[src/rtl/lap_time_bcd.sv]
// Round-robin binary-to-BCD converter for the current, last and best lap times.
// A single shift-add-3 engine serves all three channels; each output holds until its next store.
module lap_time_bcd #(
  parameter int unsigned SAT_VALUE = 9999
) (
  input  logic        pclk,
  input  logic        rst,
  input  logic [15:0] current_lap_time,
  input  logic [15:0] last_lap_time,
  input  logic [15:0] best_lap_time,
  output logic [15:0] cur_bcd,
  output logic [15:0] last_bcd,
  output logic [15:0] best_bcd,
  output logic        digits_valid,
  output logic        round_done
);

  localparam logic [1:0] LOAD  = 2'd0;
  localparam logic [1:0] SHIFT = 2'd1;
  localparam logic [1:0] STORE = 2'd2;

  localparam logic [15:0] SAT = 16'(SAT_VALUE);

  logic [1:0]  state;
  logic [1:0]  ch;
  logic [1:0]  ch_eff;
  logic [4:0]  cnt;
  logic [15:0] bin;
  logic [15:0] bcd;
  logic [15:0] sel;
  logic [15:0] sat;
  logic [15:0] adj;

  // Channel index 3 is unreachable; treat it as channel 0 if it ever appears.
  assign ch_eff = (ch == 2'd3) ? 2'd0 : ch;

  always_comb begin
    sel = current_lap_time;
    case (ch_eff)
      2'd1:    sel = last_lap_time;
      2'd2:    sel = best_lap_time;
      default: sel = current_lap_time;
    endcase
    sat = (sel > SAT) ? SAT : sel;
  end

  always_comb begin
    adj = '0;
    for (int unsigned i = 0; i < 4; i++) begin
      adj[4*i +: 4] = (bcd[4*i +: 4] >= 4'd5) ? bcd[4*i +: 4] + 4'd3 : bcd[4*i +: 4];
    end
  end

  always_ff @(posedge pclk) begin
    if (rst) begin
      state        <= LOAD;
      ch           <= 2'd0;
      cnt          <= '0;
      bin          <= '0;
      bcd          <= '0;
      cur_bcd      <= '0;
      last_bcd     <= '0;
      best_bcd     <= '0;
      digits_valid <= 1'b0;
      round_done   <= 1'b0;
    end else begin
      round_done <= 1'b0;
      case (state)
        LOAD: begin
          bin   <= sat;
          bcd   <= '0;
          cnt   <= '0;
          state <= SHIFT;
        end
        SHIFT: begin
          // {bcd, bin} shifted left as one 32-bit word after the add-3 correction.
          bcd <= {adj[14:0], bin[15]};
          bin <= {bin[14:0], 1'b0};
          cnt <= cnt + 5'd1;
          if (cnt == 5'd15) state <= STORE;
        end
        STORE: begin
          case (ch_eff)
            2'd0: cur_bcd  <= bcd;
            2'd1: last_bcd <= bcd;
            default: begin
              best_bcd     <= bcd;
              digits_valid <= 1'b1;
              round_done   <= 1'b1;
            end
          endcase
          ch    <= (ch_eff == 2'd2) ? 2'd0 : ch_eff + 2'd1;
          state <= LOAD;
        end
        default: state <= LOAD;
      endcase
    end
  end

endmodule

[config.mk]
export PLATFORM = sky130hd
export DESIGN_NAME = lap_time_bcd
export DESIGN_NICKNAME = d
export VERILOG_FILES = /design/src/rtl/lap_time_bcd.sv
export SDC_FILE = /design/constraint.sdc
export NUM_CORES = 1
export LEC_CHECK = 0
export BUFFER_PORTS_ARGS = -buffer_cell sky130_fd_sc_hd__buf_2
export CAP_MARGIN = 20
export CORE_UTILIZATION = 54
export CTS_BUF_LIST = sky130_fd_sc_hd__clkbuf_8
export DETAILED_ROUTE_END_ITERATION = 7
export PLACE_DENSITY = 0.8
export SYNTH_ARGS = -nofsm -noshare
export SYNTH_HDL_FRONTEND = slang
export SYNTH_SLANG_ARGS = --single-unit
[constraint.sdc]
create_clock -name pclk -period 2.4 [get_ports pclk]
set_input_delay 0.24 -clock pclk [delete_from_list [all_inputs] [get_ports pclk]]
set_output_delay 0.24 -clock pclk [all_outputs]
set_load 0.03 [all_outputs]
==> results.md, run 1 <==
- Peak VDD IR: 0.3811 mV
- Cells after Synth: 528
- Worst-skew pair later-pin latency: 370 ps
- Hold crit path type: in2reg
- Synthesized area per cell: 7.917 um2
- Top cells by area, synth: dfxtp_1 (44%), nand2_1 (12%), a21oi_1 (9.9%)
- Longest Clk Path Bufs: 2
- CP arrival: 2460 ps
- Mapped Area: 4180 um2
- Routed length per instance: 13.87 um
- IO Pins: 100
- Final Cycle Share: 92.11%
- Worst Hold Endpoint: bin[3]$_SDFFE_PP0P_
- DP HPWL: 7010 um
- Max_slew headroom: 38.10%
- Clock transition at path regs: 90 ps
- Drt drc: 0
- Area share of the largest cell type after synthesis: 43.58%
- Setup bufs post-CTS: 0
- # port buffers: 99
- Crit-path cells: inv_1 > ha_2 > buf_4 > buf_4 > nand2_1 > nand2_1 > a21oi_1
- Path type of the worst setup path: reg2reg
- # resized after CTS: 0
- Asr flop ratio synth: 0%
- Most used DFF post-synth: dfxtp_1
- Most numerous cell in the Yosys netlist: nand2_1
- Die area: 8097 um2
- Site Rows: 31
- 1st-iter DRT viols: 230
- Crit-path slowest cell: ha_2
- ANT nets after route: 0
- Critical Path Source Type: flip-flop
- Max FO, Critical Path: 17
- Tot GR Track Use: 25.51%
- Vias in the first global route: 3,647
- Synth warn: 0
- Max cap viols: 0
- Fin util: 66.40%
- Seq/Total Area, Yosys: 43.58%
- Worst path required time: 2650 ps
- R2R depth: 7
- PD cells: 563.8 nW/um2
- RSZ-0062 raised after global routing: false
- Synth area leader: dfxtp_1
- Clock skew: 10.69 ps
- Status: completed
- Distinct cells, synth: 41
- Fin Setup TNS: 0 ps
- Final nets: 672
- Number of hold buffers added after CTS: 0
- Static Leak: 1.963 nW
- Drt first pass iters: 4
- TritonCTS Buffers: 9
- GPL Wtd Cong: 0.7896
- Diode count: 0
- Area delta synth->final: 17.06%
- Synth cell count leaders: nand2_1 (135), dfxtp_1 (91), a21oi_1 (83), nor2_1 (28), o21ai_0 (24)
- Hold_sp: current_lap_time[3]
- CP peak stage delay: 480 ps
- Final hold vios: 0
- Worst r2r src: ch[0]$_SDFFE_PP0P_
- Hold path cells: 3
- Initial antenna violation count: 0
- Post-synth EDFFs: 0
- Worst r2r dst: cur_bcd[8]$_SDFFE_PP0P_
- Core Area: 7370 um2
- Vias per Instance: 5.438
- Slew at the pin with the worst max-slew slack: 926.7 ps
- Grt ovf: 0
- Min Tclk post-route: 2211 ps
- Die H: 89.99 um
- FF+latch count, synth: 91
- Max Clk Rate: 0.4523 GHz
- Sink Count: 91
- Synthesized Nets: 592
- Fin. max-slew vios: 0
- Pin count of the biggest net entering global routing: 68
- Die X: 89.99 um
- Starting Density: 56.72%
- Via count: 3,872
- First-pass GRT wire length: 16,820 um
- # H-tree levels: 3
- Worst R2R Setup Slack: 190 ps
- Root Buffer: clkbuf_8
- Final-report setup violation count: 0
- Layout cell share with drive strength beyond 1: 22.35%
- Routed WL: 9878 um
- Setup crit end kind: flip-flop
- CTS tree: built
logic make-up after synthesis:
family                   after synthesis  synth area share, %
AND/OR/NAND/NOR                      207                21.52
AO/OA/AOI/OAI                        160                23.95
flip-flops                            91                43.58
buffers and inverters                 51                5.687
adder cells (fa/ha/maj)               14                4.190
XOR/XNOR                               4               0.8380
multiplexers                           1               0.2395
cells in the final DEF (no fill, tap or decap), types with 5 or more instances in the layout:
cell      count
a21oi_1      83
a22o_1        5
a22oi_1      11
buf_2        99
buf_4         7
clkbuf_8      9
dfxtp_1      91
ha_1         13
inv_1        13
nand2_1     135
nand2b_1      9
nand3_1      10
nor2_1       28
nor2b_1       5
nor3b_1       7
o21ai_0      24
o21ai_1      10
area by class of cell:
cell class	instances	area (um2)
multi-input cells	386	2125
inverters	13	48.80
repair buffers	107	568.0
flip-flops and latches	91	1822
clock buffers	9	123.9
clock inverters	7	82.58
well taps	99	123.9
fillers	652	2476
layer usage:
layer / share of wire, % / track usage (%) / up-vias
li1: - / - / 1953
met1: 44 / 30.34 / 1815
met2: 51 / 45.77 / 89
met3: 4.0 / 6.007 / 15
met4: 1.3 / 7.258 / 0
met5: 0 / 0 / -
state kept, by name, indices dropped and copies added, names as in the netlist:
name and count:
bin 16, best_bcd 16, cur_bcd 16, last_bcd 16
cnt 5, digits_valid 1, round_done 1, bcd 16
state 2, ch 2
critical path, delay by kind of cell (launching register included):
family	cells	cell delay (ps)
AO/OA/AOI/OAI	1	90
buffers and inverters	3	490
AND/OR/NAND/NOR	2	620
flip-flops	1	410
adder cells (fa/ha/maj)	1	480
worst max-delay path by stage:
stage                       start                        to  slack, ps  depth (start not counted)
2_1_floorplan  ch[0]$_SDFFE_PP0P_       bin[0]$_SDFFE_PP0P_        400                          8
3_3_place_gp   ch[0]$_SDFFE_PP0P_  cur_bcd[14]$_SDFFE_PP0P_        200                          7
3_5_place_dp   ch[0]$_SDFFE_PP0P_   cur_bcd[8]$_SDFFE_PP0P_         20                          7
4_1_cts        ch[0]$_SDFFE_PP0P_   cur_bcd[8]$_SDFFE_PP0P_         10                          7
5_1_grt        ch[0]$_SDFFE_PP0P_       bin[0]$_SDFFE_PP0P_          7                          7
6_report       ch[0]$_SDFFE_PP0P_   cur_bcd[8]$_SDFFE_PP0P_        190                          7
stage by stage:
stage | power, W | hold slack, ps | setup WS, ps | area, um2 | cells
final | 0.002759 | 175.3 | 189.3 | 4893 | 712
after global routing | 0.002862 | 182.2 | 7.243 | 4893 | 712
after CTS | 0.002768 | 167.8 | 12.86 | 4890 | 712
after detailed placement | 0.001716 | 445.4 | 24.05 | 4683 | 696
after global placement | 0.001711 | 435.8 | 203.0 | 4683 | 696
after floorplan | 0.001654 | 425.0 | 399.8 | 4180 | 528
where the power goes:
part / leakage (nW) / internal, W / total, W / switching, W
sequential: 0.736 / 0.00152 / 0.00153 / 0.00000923
clock: 0.0984 / 0.000497 / 0.00108 / 0.000580
combinational: 1.13 / 0.0000655 / 0.000148 / 0.0000829
total: 1.96 / 0.00209 / 0.00276 / 0.000672
Note: power is estimated with default switching activity, not from simulation.
==> run 2, diff against run 1 <==
MAX_ROUTING_LAYER = met4   (was default)
REMOVE_ABC_BUFFERS = 1   (was default)
==> run 2 against run 1 <==
Net effect: sequential cell count unchanged; utilization increased by 0.41 points; via count increased by 0.44%; hold slack improved by 12 ps; global-route usage decreased by 0.40 points; critical path depth unchanged; sequential share of layout area decreased by 0.23 points; largest cell class unchanged; clock power increased by 11%; critical path type unchanged.
==> results.md, run 2 (synthesis results as in run 1) <==
- Slew at the pin with the worst max-slew slack: 861.7 ps (was 926.7 ps)
- Vias per Instance: 5.462 (was 5.438)
- Routed WL: 9700 um (was 9878 um)
- CTS tree: built (unchanged)
- R2R depth: 7 (unchanged)
- Final nets: 673 (was 672)
- Setup crit end kind: flip-flop (unchanged)
- Via count: 3,889 (was 3,872)
- ANT nets after route: 0 (unchanged)
- Worst path required time: 2660 ps (was 2650 ps)
- Worst Hold Endpoint: bin[1]$_SDFFE_PP0P_ (was bin[3]$_SDFFE_PP0P_)
- Tot GR Track Use: 25.12% (was 25.51%)
- Routed length per instance: 13.62 um (was 13.87 um)
- Pin count of the biggest net entering global routing: 42 (was 68)
- Worst r2r src: ch[1]$_SDFFE_PP0P_ (was ch[0]$_SDFFE_PP0P_)
- Max_slew headroom: 42.44% (was 38.10%)
- Root Buffer: clkbuf_8 (unchanged)
- Clock skew: 8.246 ps (was 10.69 ps)
- 1st-iter DRT viols: 167 (was 230)
- Longest Clk Path Bufs: 2 (unchanged)
- Site Rows: 31 (unchanged)
- Drt first pass iters: 5 (was 4)
- Die H: 89.99 um (unchanged)
- Hold crit path type: in2reg (unchanged)
- Peak VDD IR: 0.2757 mV (was 0.3811 mV)
- Max Clk Rate: 0.4481 GHz (was 0.4523 GHz)
- Drt drc: 0 (unchanged)
- Critical Path Source Type: flip-flop (unchanged)
- Most common cell after layout, fill and taps aside: nand2_1 (unchanged)
- Starting Density: 56.72% (unchanged)
- Static Leak: 1.987 nW (was 1.963 nW)
- RSZ-0062 raised after global routing: false (unchanged)
- Die X: 89.99 um (unchanged)
- Fin Setup TNS: 0 ps (unchanged)
- Initial antenna violation count: 0 (unchanged)
- # port buffers: 99 (unchanged)
- Die area: 8097 um2 (unchanged)
- Path type of the worst setup path: reg2reg (unchanged)
- First-pass GRT wire length: 16,170 um (was 16,820 um)
- Clock transition at path regs: 80 ps (was 90 ps)
- Core Area: 7370 um2 (unchanged)
- Status: completed (unchanged)
- Hold_sp: current_lap_time[1] (was current_lap_time[3])
- PD cells: 585.2 nW/um2 (was 563.8 nW/um2)
- CP arrival: 2490 ps (was 2460 ps)
- # fillers: 624 (was 652)
- Max FO, Critical Path: 15 (was 17)
- Fin. max-slew vios: 0 (unchanged)
- Final Cycle Share: 92.98% (was 92.11%)
- Commonest non-fill, non-tap cells in the layout: nand2_1 (135), buf_2 (99), dfxtp_1 (91), a21oi_1 (83), nor2_1 (28) (unchanged)
- Final hold vios: 0 (unchanged)
- DP HPWL: 6902 um (was 7010 um)
- IO Pins: 100 (unchanged)
- Worst r2r dst: bin[0]$_SDFFE_PP0P_ (was cur_bcd[8]$_SDFFE_PP0P_)
- Setup bufs post-CTS: 0 (unchanged)
- Area delta synth->final: 17.78% (was 17.06%)
- Worst R2R Setup Slack: 170 ps (was 190 ps)
- Final-report setup violation count: 0 (unchanged)
- Layout cell share with drive strength beyond 1: 22.02% (was 22.35%)
- Final Hold Slack: 187.1 ps (was 175.3 ps)
- TritonCTS Buffers: 9 (unchanged)
- Vias in the first global route: 3,564 (was 3,647)
- Min Tclk post-route: 2231 ps (was 2211 ps)
- GPL Wtd Cong: 0.8219 (was 0.7896)
- Worst-skew pair later-pin latency: 360 ps (was 370 ps)
- Tot Pwr: 0.002881 W (was 0.002759 W)
- Max cap viols: 0 (unchanged)
- Diode count: 0 (unchanged)
- Sink Count: 91 (unchanged)
- Hold path cells: 3 (unchanged)
- # H-tree levels: 3 (unchanged)
- Grt ovf: 0 (unchanged)
## run 2: cell types whose count changed in the layout (fill, tap and decap cells not counted)
| cell | delta |
|---|---|
| and2_1 | +1 |
| and2_2 | -1 |
| buf_4 | +1 |
| bufinv_16 | +2 |
| clkinv_2 | +1 |
| clkinv_4 | -1 |
| clkinvlp_4 | -1 |
| inv_1 | +1 |
| inv_6 | -2 |
| inv_8 | -1 |
## run 2: what timing repair did
| action | CTS | global route |
|---|---|---|
| resized for setup | 0 | 1 |
| endpoints found under the hold margin | 0 | 0 |
| endpoints found under the setup margin | 0 | 1 |
| hold buffers | 0 | 0 |
## run 2: where the power goes
part / leakage (nW) / switching [W] / total, W / internal, W
combinational: 1.13 / 0.0000838 / 0.000148 / 0.0000644
clock: 0.116 / 0.000518 / 0.00120 / 0.000680
sequential: 0.736 / 0.0000108 / 0.00153 / 0.00152
## run 2: how the worst max path moves through the flow
stage | start | endpoint | slack (ps)
2_1_floorplan | ch[0]$_SDFFE_PP0P_ | bin[0]$_SDFFE_PP0P_ | 70
3_3_place_gp | ch[0]$_SDFFE_PP0P_ | bin[0]$_SDFFE_PP0P_ | 260
3_5_place_dp | ch[0]$_SDFFE_PP0P_ | bin[0]$_SDFFE_PP0P_ | 180
4_1_cts | ch[0]$_SDFFE_PP0P_ | bin[0]$_SDFFE_PP0P_ | 170
5_1_grt | ch[1]$_SDFFE_PP0P_ | bin[0]$_SDFFE_PP0P_ | 4
6_report | ch[1]$_SDFFE_PP0P_ | bin[0]$_SDFFE_PP0P_ | 170
## run 2: worst max-delay path, stage by stage (launching register included)
cell and delay, ps:
dfxtp_1 340, inv_1 110, ha_1 510, a221o_1 220, o21ai_1 130, o211ai_4 310
o21ba_4 240, a2111oi_4 270
## run 2: cell type report
type | instances | area (um2) | share of cell area (%)
Clock buffer | 9 | 123.9 | 2.516
Clock inverter | 6 | 106.4 | 2.160
Inverter | 13 | 48.80 | 0.9911
Multi-Input combinational cell | 386 | 2123 | 43.13
Sequential cell | 91 | 1822 | 37.00
Tap cell | 99 | 123.9 | 2.516
Timing Repair Buffer | 108 | 575.6 | 11.69
## run 2: per-layer routing
layer,vias up,track usage [%],share of wire [%]
met5,-,-,0
met4,0,7.258,1.1
met1,1783,31.03,46
met2,137,42.24,48
met3,12,4.399,5.2
li1,1957,-,-
## run 2: stage by stage
step           cell area (um2)  setup slack, ps  cells  utilization [%]
2_1_floorplan             3991            65.18    490                -
4_1_cts                   4921            172.0    712            66.77
6_report                  4923            168.6    712            66.81
5_1_grt                   4923            4.052    712            66.81
3_3_place_gp              4691            255.9    697            63.65
3_5_place_dp              4691            184.5    697            63.65
